`src/rtl/rv_mem_arb.sv`:
```
// rv_mem_arb: shares one single-port memory between fetch and MEM stages.
// Data wins arbitration; a starvation counter guarantees fetch progress.
module rv_mem_arb #(
  parameter int STARVE_MAX = 4
) (
  input  logic        clk,
  input  logic        rstn,
  input  logic        if_req_i,
  input  logic [63:0] if_addr_i,
  input  logic        if_kill_i,
  output logic [31:0] if_rdata_o,
  output logic        if_valid_o,
  output logic        if_stall_o,
  input  logic        d_req_i,
  input  logic        d_we_i,
  input  logic [63:0] d_addr_i,
  input  logic [63:0] d_wdata_i,
  input  logic [7:0]  d_be_i,
  output logic [63:0] d_rdata_o,
  output logic        d_valid_o,
  output logic        d_stall_o,
  output logic        m_req_o,
  output logic        m_we_o,
  output logic [63:0] m_addr_o,
  output logic [63:0] m_wdata_o,
  output logic [7:0]  m_be_o,
  input  logic        m_ready_i,
  input  logic        m_rvalid_i,
  input  logic [63:0] m_rdata_i
);

  localparam int CW = $clog2(STARVE_MAX + 1);
  localparam logic [CW-1:0] SMAX = CW'(STARVE_MAX);

  typedef enum logic [1:0] {
    IDLE,
    REQ,
    WAIT,
    RESP
  } state_t;

  state_t        r_state;
  logic          r_owner_d;
  logic [CW-1:0] r_starve_cnt;
  logic          r_killed;
  logic          r_sel_hi;
  logic          r_m_req;
  logic          r_m_we;
  logic [63:0]   r_m_addr;
  logic [63:0]   r_m_wdata;
  logic [7:0]    r_m_be;
  logic [63:0]   r_d_rdata;
  logic [31:0]   r_if_rdata;

  logic w_grant_d;
  logic w_grant_i;
  logic w_resp;
  logic w_kill_i;

  assign w_grant_d = d_req_i &&
                     (!if_req_i || (r_starve_cnt < SMAX));
  assign w_grant_i = !w_grant_d && if_req_i;
  assign w_resp    = (r_state == RESP);
  assign w_kill_i  = if_kill_i && !r_owner_d;

  always_ff @(posedge clk) begin
    if (!rstn) begin
      r_state      <= IDLE;
      r_owner_d    <= 1'b0;
      r_starve_cnt <= '0;
      r_killed     <= 1'b0;
      r_sel_hi     <= 1'b0;
      r_m_req      <= 1'b0;
      r_m_we       <= 1'b0;
      r_m_addr     <= '0;
      r_m_wdata    <= '0;
      r_m_be       <= '0;
      r_d_rdata    <= '0;
      r_if_rdata   <= '0;
    end else begin
      unique case (r_state)
        IDLE: begin
          if (w_grant_d) begin
            r_state   <= REQ;
            r_owner_d <= 1'b1;
            r_m_req   <= 1'b1;
            r_m_we    <= d_we_i;
            r_m_addr  <= d_addr_i;
            r_m_wdata <= d_wdata_i;
            r_m_be    <= d_be_i;
            if (if_req_i && (r_starve_cnt != SMAX))
              r_starve_cnt <= r_starve_cnt + CW'(1);
          end else if (w_grant_i) begin
            r_state      <= REQ;
            r_owner_d    <= 1'b0;
            r_m_req      <= 1'b1;
            r_m_we       <= 1'b0;
            r_m_addr     <= if_addr_i;
            r_m_wdata    <= '0;
            r_m_be       <= 8'hFF;
            r_sel_hi     <= if_addr_i[2];
            r_starve_cnt <= '0;
          end
        end
        REQ: begin
          if (w_kill_i)
            r_killed <= 1'b1;
          if (m_ready_i) begin
            r_m_req <= 1'b0;
            r_state <= WAIT;
          end
        end
        WAIT: begin
          if (w_kill_i)
            r_killed <= 1'b1;
          if (m_rvalid_i) begin
            r_state <= RESP;
            if (r_owner_d)
              r_d_rdata <= m_rdata_i;
            else
              r_if_rdata <= r_sel_hi ? m_rdata_i[63:32]
                                     : m_rdata_i[31:0];
          end
        end
        RESP: begin
          r_state  <= IDLE;
          r_killed <= 1'b0;
        end
        default: r_state <= IDLE;
      endcase
    end
  end

  // A kill arriving in the RESP cycle itself still suppresses the pulse.
  assign d_valid_o  = w_resp && r_owner_d;
  assign if_valid_o = w_resp && !r_owner_d &&
                      !r_killed && !if_kill_i;

  assign if_stall_o = if_req_i && !if_valid_o;
  assign d_stall_o  = d_req_i && !d_valid_o;

  assign m_req_o    = r_m_req;
  assign m_we_o     = r_m_we;
  assign m_addr_o   = r_m_addr;
  assign m_wdata_o  = r_m_wdata;
  assign m_be_o     = r_m_be;
  assign d_rdata_o  = r_d_rdata;
  assign if_rdata_o = r_if_rdata;

endmodule

```
`config.mk`:
```
export PLATFORM = sky130hd
export DESIGN_NAME = rv_mem_arb
export DESIGN_NICKNAME = d
export VERILOG_FILES = /design/src/rtl/rv_mem_arb.sv
export SDC_FILE = /design/constraint.sdc
export NUM_CORES = 1
export LEC_CHECK = 0
export CAP_MARGIN = 15
export CORE_AREA = 2 2 197 199
export CTS_BUF_LIST = sky130_fd_sc_hd__clkbuf_8 sky130_fd_sc_hd__clkbuf_16
export CTS_CLUSTER_SIZE = 30
export DETAILED_ROUTE_END_ITERATION = 10
export DIE_AREA = 0 0 199 201
export SLEW_MARGIN = 10
export SYNTH_ARGS = -nofsm -noshare
export SYNTH_HDL_FRONTEND = slang
export SYNTH_SLANG_ARGS = --single-unit
```
`constraint.sdc`:
```
create_clock -name clk -period 5.15 [get_ports clk]
set_clock_uncertainty 0.1 [all_clocks]
set_input_delay 1.2875 -clock clk [delete_from_list [all_inputs] [get_ports clk]]
set_output_delay 1.2875 -clock clk [all_outputs]
set_load 0.01 [all_outputs]
```
Yosys cells after proc, flatten, opt, wreduce, memory -nomap -nowiden:

Index checks and enable logic that the tools add are counted.
Widths: inputs -> output; s select.

* register bits after elaboration: 242
* input bits: 272
* output and inout port bits: 238
* word-level logic and storage cells: 80

* reductions and logical operators: 31
* muxes and demuxes: 24
* add/sub/neg operators: 1
* equal/unequal tests: 9
* $lt $le $gt $ge: 1
* bitwise logic cells: 2

Operators by type and width (count)
* $mux 64: 4
* $mux 32: 1
* $reduce_and 3->1: 6
* $mux 8: 2
* $logic_and 1x1->1: 10
* $mux 3: 3
* $mux 2: 4
* $pmux 2 s4: 1
* $logic_not 1->1: 7
* $mux 1: 7
* $ne 3x3->1 const B: 2
* $reduce_bool 2->1: 3
* $eq 2x2->1 const B: 2
* $ne 2x1->1 const B: 2
* $ne 2x2->1 const B: 2
* $pmux 1 s2: 2
* $reduce_and 2->1: 2
* $add 3x1->3 const B: 1
* $lt 3x3->1 const B: 1
* $eq 2x1->1 const B: 1
* $logic_not 2->1: 1
* $not 1->1: 2
* $reduce_or 2->1: 1
* $logic_or 1x1->1: 1

Logic depth before layout (Yosys ltp):

Gate-level depths: netlist of the first run.

* depth in word-level cells: 8
* mapped depth: 8
* depth with buffers taken out: 5

Worst setup path after synthesis of the first run:

Ideal clock, no wire load.

* kind: input-to-output
* start point: input if_kill_i
* end point: output if_stall_o
* setup slack: 1.791 ns
* path buffers: 0
* arrival: 1.971 ns
* stages: 2
* required time: 3.763 ns
* path through: nor4b_1 nor2b_1

* cells in the longest elaborated chain, start to end: 4

Ends and longest elaborated chain
* from (decl): line 10 `input logic if_kill_i,`
* $logic_not 1->1: line 137 `!r_killed && !if_kill_i;`
* $logic_and 1x1->1: line 137
* $logic_not 1->1: line 139 `assign if_stall_o = if_req_i && !if_valid_o;`
* $logic_and 1x1->1: line 139
* to (decl): line 13 `output logic if_stall_o,`

No other way between the ends.

Worst setup path in the final report of the first run:

* start point: input if_req_i
* end point: output if_stall_o

* cells in the longest elaborated chain, start to end: 1

Ends and longest elaborated chain
* from (decl): line 8 `input logic if_req_i,`
* $logic_and 1x1->1: line 139

No other way between the ends.

==> metrics.yaml, run 1 <==
run_status:
  status: "finished clean"
yosys:
  synth_top_cells_by_area: "dfxtp_1 (52%), nand2_1 (12%), a22o_1 (6.1%), a21boi_0 (5.6%), a31oi_1 (4.4%)"
  synth_area_um2: 9280
  ys_ff_latch: 242
  synthCells: 1006
  ys_seq_area_share_pct: 52.2
  yosys.area.top_type: "dfxtp_1"
  synth_fp_nets: 1284
  synth_top_area_share_pct: 52.2
  synth.distinct_cells: 35
  syn_avg_cell_area_um2: 9.22
  synth_warnings: 0
die:
  die_width_um: 199
  die_y_um: 201
  core_um2: 38100
  rows: 72
  die-area_um2: 40000
  start_util_pct: 24.3
  ios: 510
sta:
  fin_ws_ns: 0.935
  fin_crit_sh_pct: 81.8
  timing.final.crit_period_ns: 4.21
  worstMarginPinSlew_ns: 0.985
  fmax_mhz: 237
  finalSetupViolCount: 0
  relSlewSlack_pct: 34.3
  rsz0062_at_grt: "no"
  fin_tns_setup_ns: 0
  maxSlewViolCount: 0
  hold_viol: 0
clocking:
  cts_root_buf: "clkbuf_16"
  htreeDepth: 1
  numCtsBuffers: 29
  post_cts_resized: 0
  clock_sinks: 242
  cts_setup_buffers: 0
  ctsHoldBuffers: 0
  tritoncts: "built"
  clockBufferDepth: 3
  cts.reportedPaths.clkPinSlew_ns: 0.06
  worstSkewPairLatency_ns: 0.54
job:
  maxCapViolCount: 0
pwr:
  vdd_drop_max_mv: 0.223
  pwr-share-comb_pct: 31.3
  p_switching_w: 0.00195
  power_density_nw_per_um2: 406
  netSwitchingFraction_pct: 30.8
  p_int_w: 0.00438
  power_leakage_nw: 6.04
  p_clk_share_pct: 30.6
  pwr-share-seq_pct: 38.1
global_route:
  grt_usage_pct: 16.3
  grt_pass1_wl_um: 51300
  antenna_found_initial: 2
  grt_max_degree: 92
  gr-total-overflow: 0
  grt_pass1_vias: 8876
cells_and_area:
  seq_area_um2: 4850
  instances_no_fill: 2011
  nFillCells: 3801
  area_growth_pct: 68.2
  layout-drive-gt1-share_pct: 5.09
  multiInputGateArea_um2: 3980
  nNetsFinal: 1749
placed_design:
  gp_congestion: 0.799
  dpl.hpwl_um: 24800
  dp_worst_setup_slack_ns: 0.955
  port_buffers: 509
  dp.cells: 1958
route:
  wl_met1_um: 13700
  final_antenna_net_count: 0
  via_per_inst: 4.49
  drtIter0Drc: 303
  dr.pass1.iters: 5
  post_drt_wl_per_cell_um: 17.1
  met2_length_um: 16500
  vias: 9032
  wl_um: 34500
  drc: 0
  dr.max_layer_used: "met5"
  routed-wl-met3_um: 3040
setup_path:
  critPathArrivalTime_ns: 2.83
  end_kind: "output pin"
  path_max_fanout: 9
  required_ns: 3.76
  start_kind: "primary input"
  reg2reg_depth: 6
  worst-setup-path-type: "primary input to output pin"
  reg2reg_slack_ns: 2.65
hold_path:
  worstHoldPathType: "register to register"
  min_path_cells: 2
synthesized netlist by cell type:
| cell type | n |
|---|---|
| and3b_1 | 1 |
| buf_4 | 11 |
| dfxtp_1 | 242 |
| or3_1 | 1 |
| a21boi_0 | 69 |
| o221a_2 | 8 |
| buf_6 | 6 |
| nor4b_1 | 1 |
| a31oi_1 | 65 |
| nor2b_1 | 4 |
| o21a_1 | 3 |
| nor4bb_1 | 1 |
| buf_2 | 33 |
| a21oi_1 | 1 |
| nand2b_1 | 2 |
| nand4_1 | 2 |
| o21ai_0 | 66 |
| ha_1 | 6 |
| nand3_1 | 1 |
| inv_1 | 6 |
| and2_1 | 1 |
| a311oi_1 | 1 |
| nand2_1 | 297 |
| a21bo_2 | 1 |
| o31a_1 | 1 |
| a221oi_1 | 1 |
| and3_1 | 2 |
| mux2i_1 | 33 |
| nor2_1 | 2 |
| a21boi_2 | 1 |
| nor3_1 | 1 |
| clkbuf_1 | 33 |
| buf_1 | 6 |
| o211a_1 | 32 |
| a22o_1 | 65 |
per-stage QoR:
| stage | total power [W] | hold WS (ns) | cell area (um^2) | utilization (%) |
|---|---|---|---|---|
| finish | 0.00633 | 0.363 | 15600 | 41.0 |
| global route | 0.00667 | 0.385 | 15600 | 41.0 |
| CTS | 0.00643 | 0.367 | 15600 | 41.0 |
| floorplan | 0.00336 | 0.358 | 9280 | - |
| global placement | 0.00443 | 0.352 | 14700 | 38.6 |
| detailed placement | 0.00445 | 0.358 | 14700 | 38.6 |
state kept, by name, summed over array words and instances, names as in the netlist:
register,flops
d_rdata_o,64
m_addr_o,64
m_wdata_o,64
if_rdata_o,32
m_be_o,8
r_starve_cnt,3
r_state,2
m_req_o,1
m_we_o,1
r_killed,1
r_owner_d,1
r_sel_hi,1
cell type report:
type	count	area share (%)
tap	518	4.15
multi-input combinational	669	25.5
sequential	242	31.0
clock buffer	33	5.00
clock inverter	19	0.754
timing repair buffer	523	33.4
inverter	6	0.144
antenna	1	0.0160
layout by cell type (no fill, tap or decap), drive strengths merged, types with 9 or more instances in the layout:
cell / count
nand2: 297
dfxtp: 242
mux2i: 33
clkinv: 9
clkbuf: 33
buf: 15
o211a: 32
a22o: 65
a31oi: 65
clkdlybuf4s50: 508
inv: 15
o21ai: 66
a21boi: 70
critical path: stages:
cell and delay (ns):
clkdlybuf4s50_1 0.80, nor2b_1 0.20, clkdlybuf4s50_1 0.54
routing by layer:
metal	vias to the layer above	track usage, %
met5	-	0
met4	2	6.72
met3	62	5.11
met2	346	27.6
met1	4171	18.9
li1	4451	-
logic make-up after synthesis:
group                      after synthesis  synth area share [%]
and+or+nand+nor                        316                  13.3
AOI/OAI and AO/OA                      314                  24.9
DFF                                    242                  52.2
buffers and inverters                   95                  5.22
muxes                                   33                  3.56
adders and majority gates                6                 0.809
power by group through the flow:
stage | Combinational [W] | Clock, W | Sequential [W]
floorplan | 0.000786 | 0 | 0.00257
global placement | 0.00200 | 0 | 0.00243
detailed placement | 0.00201 | 0 | 0.00244
CTS | 0.00202 | 0.00200 | 0.00241
global route | 0.00215 | 0.00207 | 0.00245
finish | 0.00198 | 0.00194 | 0.00241
worst paths after layout:
path	from	endpoint
worst max register to register	r_state[0]	m_wdata_o[46]
worst min-delay path	d_rdata_o[50]	d_rdata_o[50]
worst max-delay path	if_req_i	if_stall_o
worst min register to register	d_rdata_o[50]	d_rdata_o[50]
(Power assumes the default switching activity.)
==> run 2: changes to the inputs <==
CORE_AREA = 2 2 199 201   (was 2 2 197 199)
DIE_AREA = 0 0 201 203   (was 0 0 199 201)
clock period = 4 ns   (was 5.15 ns; I/O delays follow)
==> run 2 against run 1 <==
  * Setup slack got worse by 0.48 ns
  * Global-route usage fell by 0.31 points
  * Via count fell by 0.39%
  * Critical path type unchanged
  * Critical endpoint is now if_valid_o
==> metrics.yaml, run 2 (synthesized netlist as in run 1, its figures left out) <==
global_route:
  antenna_found_initial: 3  # +1
  gr-total-overflow: 0  # unchanged
  grt_max_degree: 180  # +96%
  grt_pass1_vias: 8927  # +0.57%
  grt_pass1_wl_um: 51800  # +0.91%
  grt_usage_pct: 16.0  # -0.31 points
hold_path:
  worstHoldPathType: "register to register"
  min_path_cells: 2  # unchanged
  min_to: "d_rdata_o[29]"
  min_from: "d_rdata_o[29]"
route:
  drtIter0Drc: 326  # +7.6%
  post_drt_wl_per_cell_um: 17.1  # -0.17%
  wl_um: 34400  # -0.22%
  final_antenna_net_count: 0  # unchanged
  dr.pass1.iters: 4  # -1
  drc: 0  # unchanged
  vias: 8997  # -0.39%
  via_per_inst: 4.48  # -0.34%
cells_and_area:
  nNetsFinal: 1747  # -0.11%
  instances_no_fill: 2010  # -0.050%
  final_common_cell: "clkdlybuf4s50_1"
  nFillCells: 3843  # +1.1%
  area_growth_pct: 69.1
  layout_common_cells: "clkdlybuf4s50_1 (508), nand2_1 (297), dfxtp_1 (241)"
  layout-drive-gt1-share_pct: 5.03  # -0.060 points
die:
  rows: 72  # unchanged
  start_util_pct: 24.1  # -0.23 points
  die_y_um: 203  # +1.0%
  die-area_um2: 40800  # +2.0%
  core_um2: 38500  # +0.95%
  ios: 510  # unchanged
  die_width_um: 201  # +1.0%
pwr:
  netSwitchingFraction_pct: 30.2  # -0.54 points
  pwr-share-seq_pct: 37.8  # -0.3 points
  p_clk_share_pct: 31.5  # +0.9 points
  power_w: 0.00824  # +30%
  power_density_nw_per_um2: 525  # +30%
  vdd_drop_max_mv: 0.361  # +62%
  power_leakage_nw: 6.05  # +0.17%
  pwr-share-comb_pct: 30.7  # -0.6 points
  p_switching_w: 0.00249  # +28%
  p_int_w: 0.00575  # +31%
clocking:
  tritoncts: "built"
  cts.reportedPaths.clkPinSlew_ns: 0.05  # about the same
  clock_sinks: 242  # unchanged
  worstSkewPairLatency_ns: 0.54  # about the same
  numCtsBuffers: 29  # unchanged
  post_cts_resized: 0  # unchanged
  ctsHoldBuffers: 0  # unchanged
  htreeDepth: 1  # unchanged
  cts_setup_buffers: 0  # unchanged
  clockBufferDepth: 3  # unchanged
  cts_root_buf: "clkbuf_16"
placed_design:
  dpl.hpwl_um: 24500  # -1.1%
  port_buffers: 509  # unchanged
  gp_congestion: 0.813  # +1.7%
  dp.cells: 1956  # -0.10%
setup_path:
  reg2reg_slack_ns: 1.42  # -1.23 ns
  r2r-start: "r_state[0]"
  worst-setup-path-type: "primary input to output pin"
  start_kind: "primary input"
  end_kind: "output pin"
  critPathArrivalTime_ns: 2.44  # -0.39 ns
  required_ns: 2.90  # -0.86 ns
  reg2reg_depth: 6  # unchanged
  path_max_fanout: 3  # -6
  rr_endpoint: "m_wdata_o[44]"
sta:
  fmax_mhz: 282
  maxSlewViolCount: 0  # unchanged
  worstMarginPinSlew_ns: 1.12  # +0.132 ns
  fin_crit_sh_pct: 88.5
  relSlewSlack_pct: 25.4  # -8.9 points
  rsz0062_at_grt: "no"
  hold_viol: 0  # unchanged
  timing.final.crit_period_ns: 3.54
  fin_tns_setup_ns: 0  # unchanged
  finalSetupViolCount: 0  # unchanged
run_status:
  status: "finished clean"
job:
  maxCapViolCount: 0  # unchanged
[run 2: per-layer routing]
metal | track usage (%) | wire (um) | vias up
li1 | - | - | 4436
met1 | 18.6 | 13900 | 4186
met2 | 28.1 | 16900 | 322
met3 | 4.77 | 2810 | 51
met4 | 5.03 | 821 | 2
met5 | 0 | 13 | -
[run 2: worst max path at each step]
stage | start | endpoint | slack, ns | depth (start not counted)
4_1_cts | if_kill_i | if_valid_o | 0.44 | 3
3_5_place_dp | if_kill_i | if_valid_o | 0.44 | 3
3_3_place_gp | if_kill_i | if_valid_o | 0.48 | 3
5_1_grt | if_kill_i | if_valid_o | 0.38 | 3
2_1_floorplan | if_kill_i | if_stall_o | 1.22 | 2
6_report | if_kill_i | if_valid_o | 0.46 | 3
[run 2: layout make-up]
type / count / area, um^2 / share of cell area (%)
Multi-Input combinational cell: 669 / 3980 / 25.4
Antenna cell: 2 / 5.00 / 0.0319
Timing Repair Buffer: 521 / 5250 / 33.4
Tap cell: 518 / 648 / 4.13
Inverter: 6 / 22.5 / 0.144
Sequential cell: 242 / 4850 / 30.9
Clock inverter: 21 / 186 / 1.19
Clock buffer: 31 / 753 / 4.80
[run 2: power groups by stage]
stage / sequential, W / combinational, W / clock, W
3_3_place_gp: 0.00315 / 0.00255 / 0
5_1_grt: 0.00317 / 0.00276 / 0.00279
2_1_floorplan: 0.00331 / 0.00101 / 0
3_5_place_dp: 0.00316 / 0.00256 / 0
6_report: 0.00312 / 0.00253 / 0.00260
4_1_cts: 0.00312 / 0.00257 / 0.00269
[run 2: worst max-delay path: stages]
cell,delay [ns]
clkdlybuf4s50_1,0.43
nor4b_1,0.38
clkdlybuf4s50_1,0.63
[run 2: per-stage QoR]
step           setup slack (ns)  hold WS (ns)  instance area (um^2)  util, %
3_3_place_gp              0.484         0.352                 14700     38.3
6_report                  0.460         0.363                 15700     40.8
5_1_grt                   0.385         0.379                 15700     40.8
2_1_floorplan              1.22         0.358                  9280        -
4_1_cts                   0.438         0.365                 15700     40.8
3_5_place_dp              0.443         0.357                 14700     38.3
==> run 3: changes to the inputs <==
CAP_MARGIN = 20   (was 15)
CORE_AREA = 2 2 198 200   (was 2 2 199 201)
DIE_AREA = 0 0 200 202   (was 0 0 201 203)
==> run 3 against run 2 <==
  * Combinational power about the same
  * Count of clock-buffer cells in the layout up 1
  * Wire length down 0.74%
  * Global-route usage decreased by 0.055 points
  * Register-to-register slack improved by 0.40 ns
  * Cell area is 0.14% lower
  * Via count about the same
  * Sequential power about the same
  * First-iteration DRC count down 16%
==> metrics.yaml, run 3 (synthesized netlist as in run 1, its figures left out) <==
cells_and_area:
  layout-drive-gt1-share_pct: 4.91  # -0.12 points
  nNetsFinal: 1749  # +0.11%
  postLayoutCellArea_um2: 15700  # -0.14%
  final_common_cell: "clkdlybuf4s50_1"
  area_growth_pct: 68.8
  layout_common_cells: "clkdlybuf4s50_1 (508), nand2_1 (297), dfxtp_1 (241)"
setup_path:
  end_kind: "output pin"
  cp_cell_sequence: "clkdlybuf4s50_1, nor4b_1, clkdlybuf4s50_1"
  timing.critical_path.buf_inv: 2  # unchanged
  worst-setup-path-type: "primary input to output pin"
  critPathArrivalTime_ns: 2.50  # +0.06 ns
  cp_slowest_cell: "clkdlybuf4s50_1"
  crit_top_cell: "clkdlybuf4s50_1"
  critical-path-top-delay-family: "buffers and inverters"
  required_ns: 2.90  # about the same
  path_max_fanout: 3  # unchanged
  critPathMaxStageDelay_ns: 0.63  # about the same
  start_kind: "primary input"
pwr:
  power_density_nw_per_um2: 525  # -0.10%
  vdd_drop_max_mv: 0.411  # +14%
  power_leakage_nw: 6.05  # about the same
clocking:
  tritoncts: "built"
  numCtsBuffers: 29  # unchanged
  post_cts_resized: 0  # unchanged
  cts.reportedPaths.clkPinSlew_ns: 0.05  # about the same
  htreeDepth: 1  # unchanged
  cts_setup_buffers: 0  # unchanged
  cts_root_buf: "clkbuf_16"
  worstSkewPairLatency_ns: 0.54  # about the same
  clock_sinks: 242  # unchanged
  ctsHoldBuffers: 0  # unchanged
  clockBufferDepth: 3  # unchanged
sta:
  finalSetupViolCount: 0  # unchanged
  maxSlewViolCount: 0  # unchanged
  worstMarginPinSlew_ns: 0.961  # -0.156 ns
  fmax_mhz: 278  # -1.8%
  fin_tns_setup_ns: 0  # unchanged
  rsz0062_at_grt: "no"
  timing.final.crit_period_ns: 3.60  # +0.0632 ns
  relSlewSlack_pct: 35.9  # +11 points
  hold_viol: 0  # unchanged
  fin_ws_ns: 0.397  # -0.0632 ns
  fin_crit_sh_pct: 90.1  # +1.6 points
die:
  die_width_um: 200  # -0.50%
  ios: 510  # unchanged
  core_um2: 38300  # -0.47%
  die-area_um2: 40400  # -0.99%
  rows: 72  # unchanged
  die_y_um: 202  # -0.49%
  start_util_pct: 24.2  # +0.11 points
route:
  vias: 8989  # -0.089%
  via_per_inst: 4.48  # about the same
  wl_um: 34100  # -0.74%
  drc: 0  # unchanged
  dr.pass1.iters: 4  # unchanged
  final_antenna_net_count: 0  # unchanged
  post_drt_wl_per_cell_um: 17.0  # -0.64%
  drtIter0Drc: 275  # -16%
run_status:
  status: "finished clean"
job:
  maxCapViolCount: 0  # unchanged
global_route:
  grt_usage_pct: 15.9  # -0.055 points
  antenna_found_initial: 3  # unchanged
  grt_pass1_vias: 8884  # -0.48%
  gr-total-overflow: 0  # unchanged
  grt_pass1_wl_um: 50600  # -2.2%
  grt_max_degree: 142  # -21%
placed_design:
  placed_area_um2: 14700  # about the same
  dpl.hpwl_um: 24500  # about the same
  dp_worst_setup_slack_ns: 0.396  # -0.0466 ns
  gp_congestion: 0.769  # -5.4%
  port_buffers: 509  # unchanged
hold_path:
  worstHoldPathType: "register to register"
run 3: tightest hold or removal path, cell delays in order (launching register included):
cell	delay, ns
dfxtp_1	0.30
nand2_1	0.04
a21boi_0	0.06
run 3: worst paths after layout:
check	start	to	slack, ns	cells after the start
worst min-delay path	d_rdata_o[4]	d_rdata_o[4]	0.36	2
worst max-delay path	if_kill_i	if_valid_o	0.40	3
worst min register to register	d_rdata_o[4]	d_rdata_o[4]	0.36	2
worst max register to register	r_state[0]	d_rdata_o[15]	1.82	6
run 3: power by group:
group          switching (W)  leakage (nW)  internal (W)
combinational        0.00121          3.60       0.00134
sequential          0.000255          1.98       0.00286
clock                0.00102         0.473       0.00155
total                0.00248          6.05       0.00574
run 3: metal layers:
layer	wire length, um	vias up	global-route usage (%)
met1	13900	4196	18.6
met4	595	0	3.99
met5	0	-	0
met3	2830	36	4.74
met2	16800	313	28.2
li1	-	4444	-
run 3: final cells by class:
type                            instances  area, um^2
Multi-Input combinational cell        669        3980
Timing Repair Buffer                  523        5250
Antenna cell                            3        7.51
Fill cell                            3816       22600
Tap cell                              518         648
Sequential cell                       242        4850
Inverter                                6        22.5
Clock buffer                           32         767
Clock inverter                         15         145
run 3: metrics by stage:
stage          instances  util, %  hold WS [ns]  total power (W)
6_report            2008     40.9         0.362          0.00822
5_1_grt             2005     40.9         0.388          0.00866
4_1_cts             2005     40.9         0.365          0.00835
3_5_place_dp        1958     38.5         0.358          0.00573
3_3_place_gp        1958     38.5         0.350          0.00571
2_1_floorplan       1006        -         0.358          0.00432
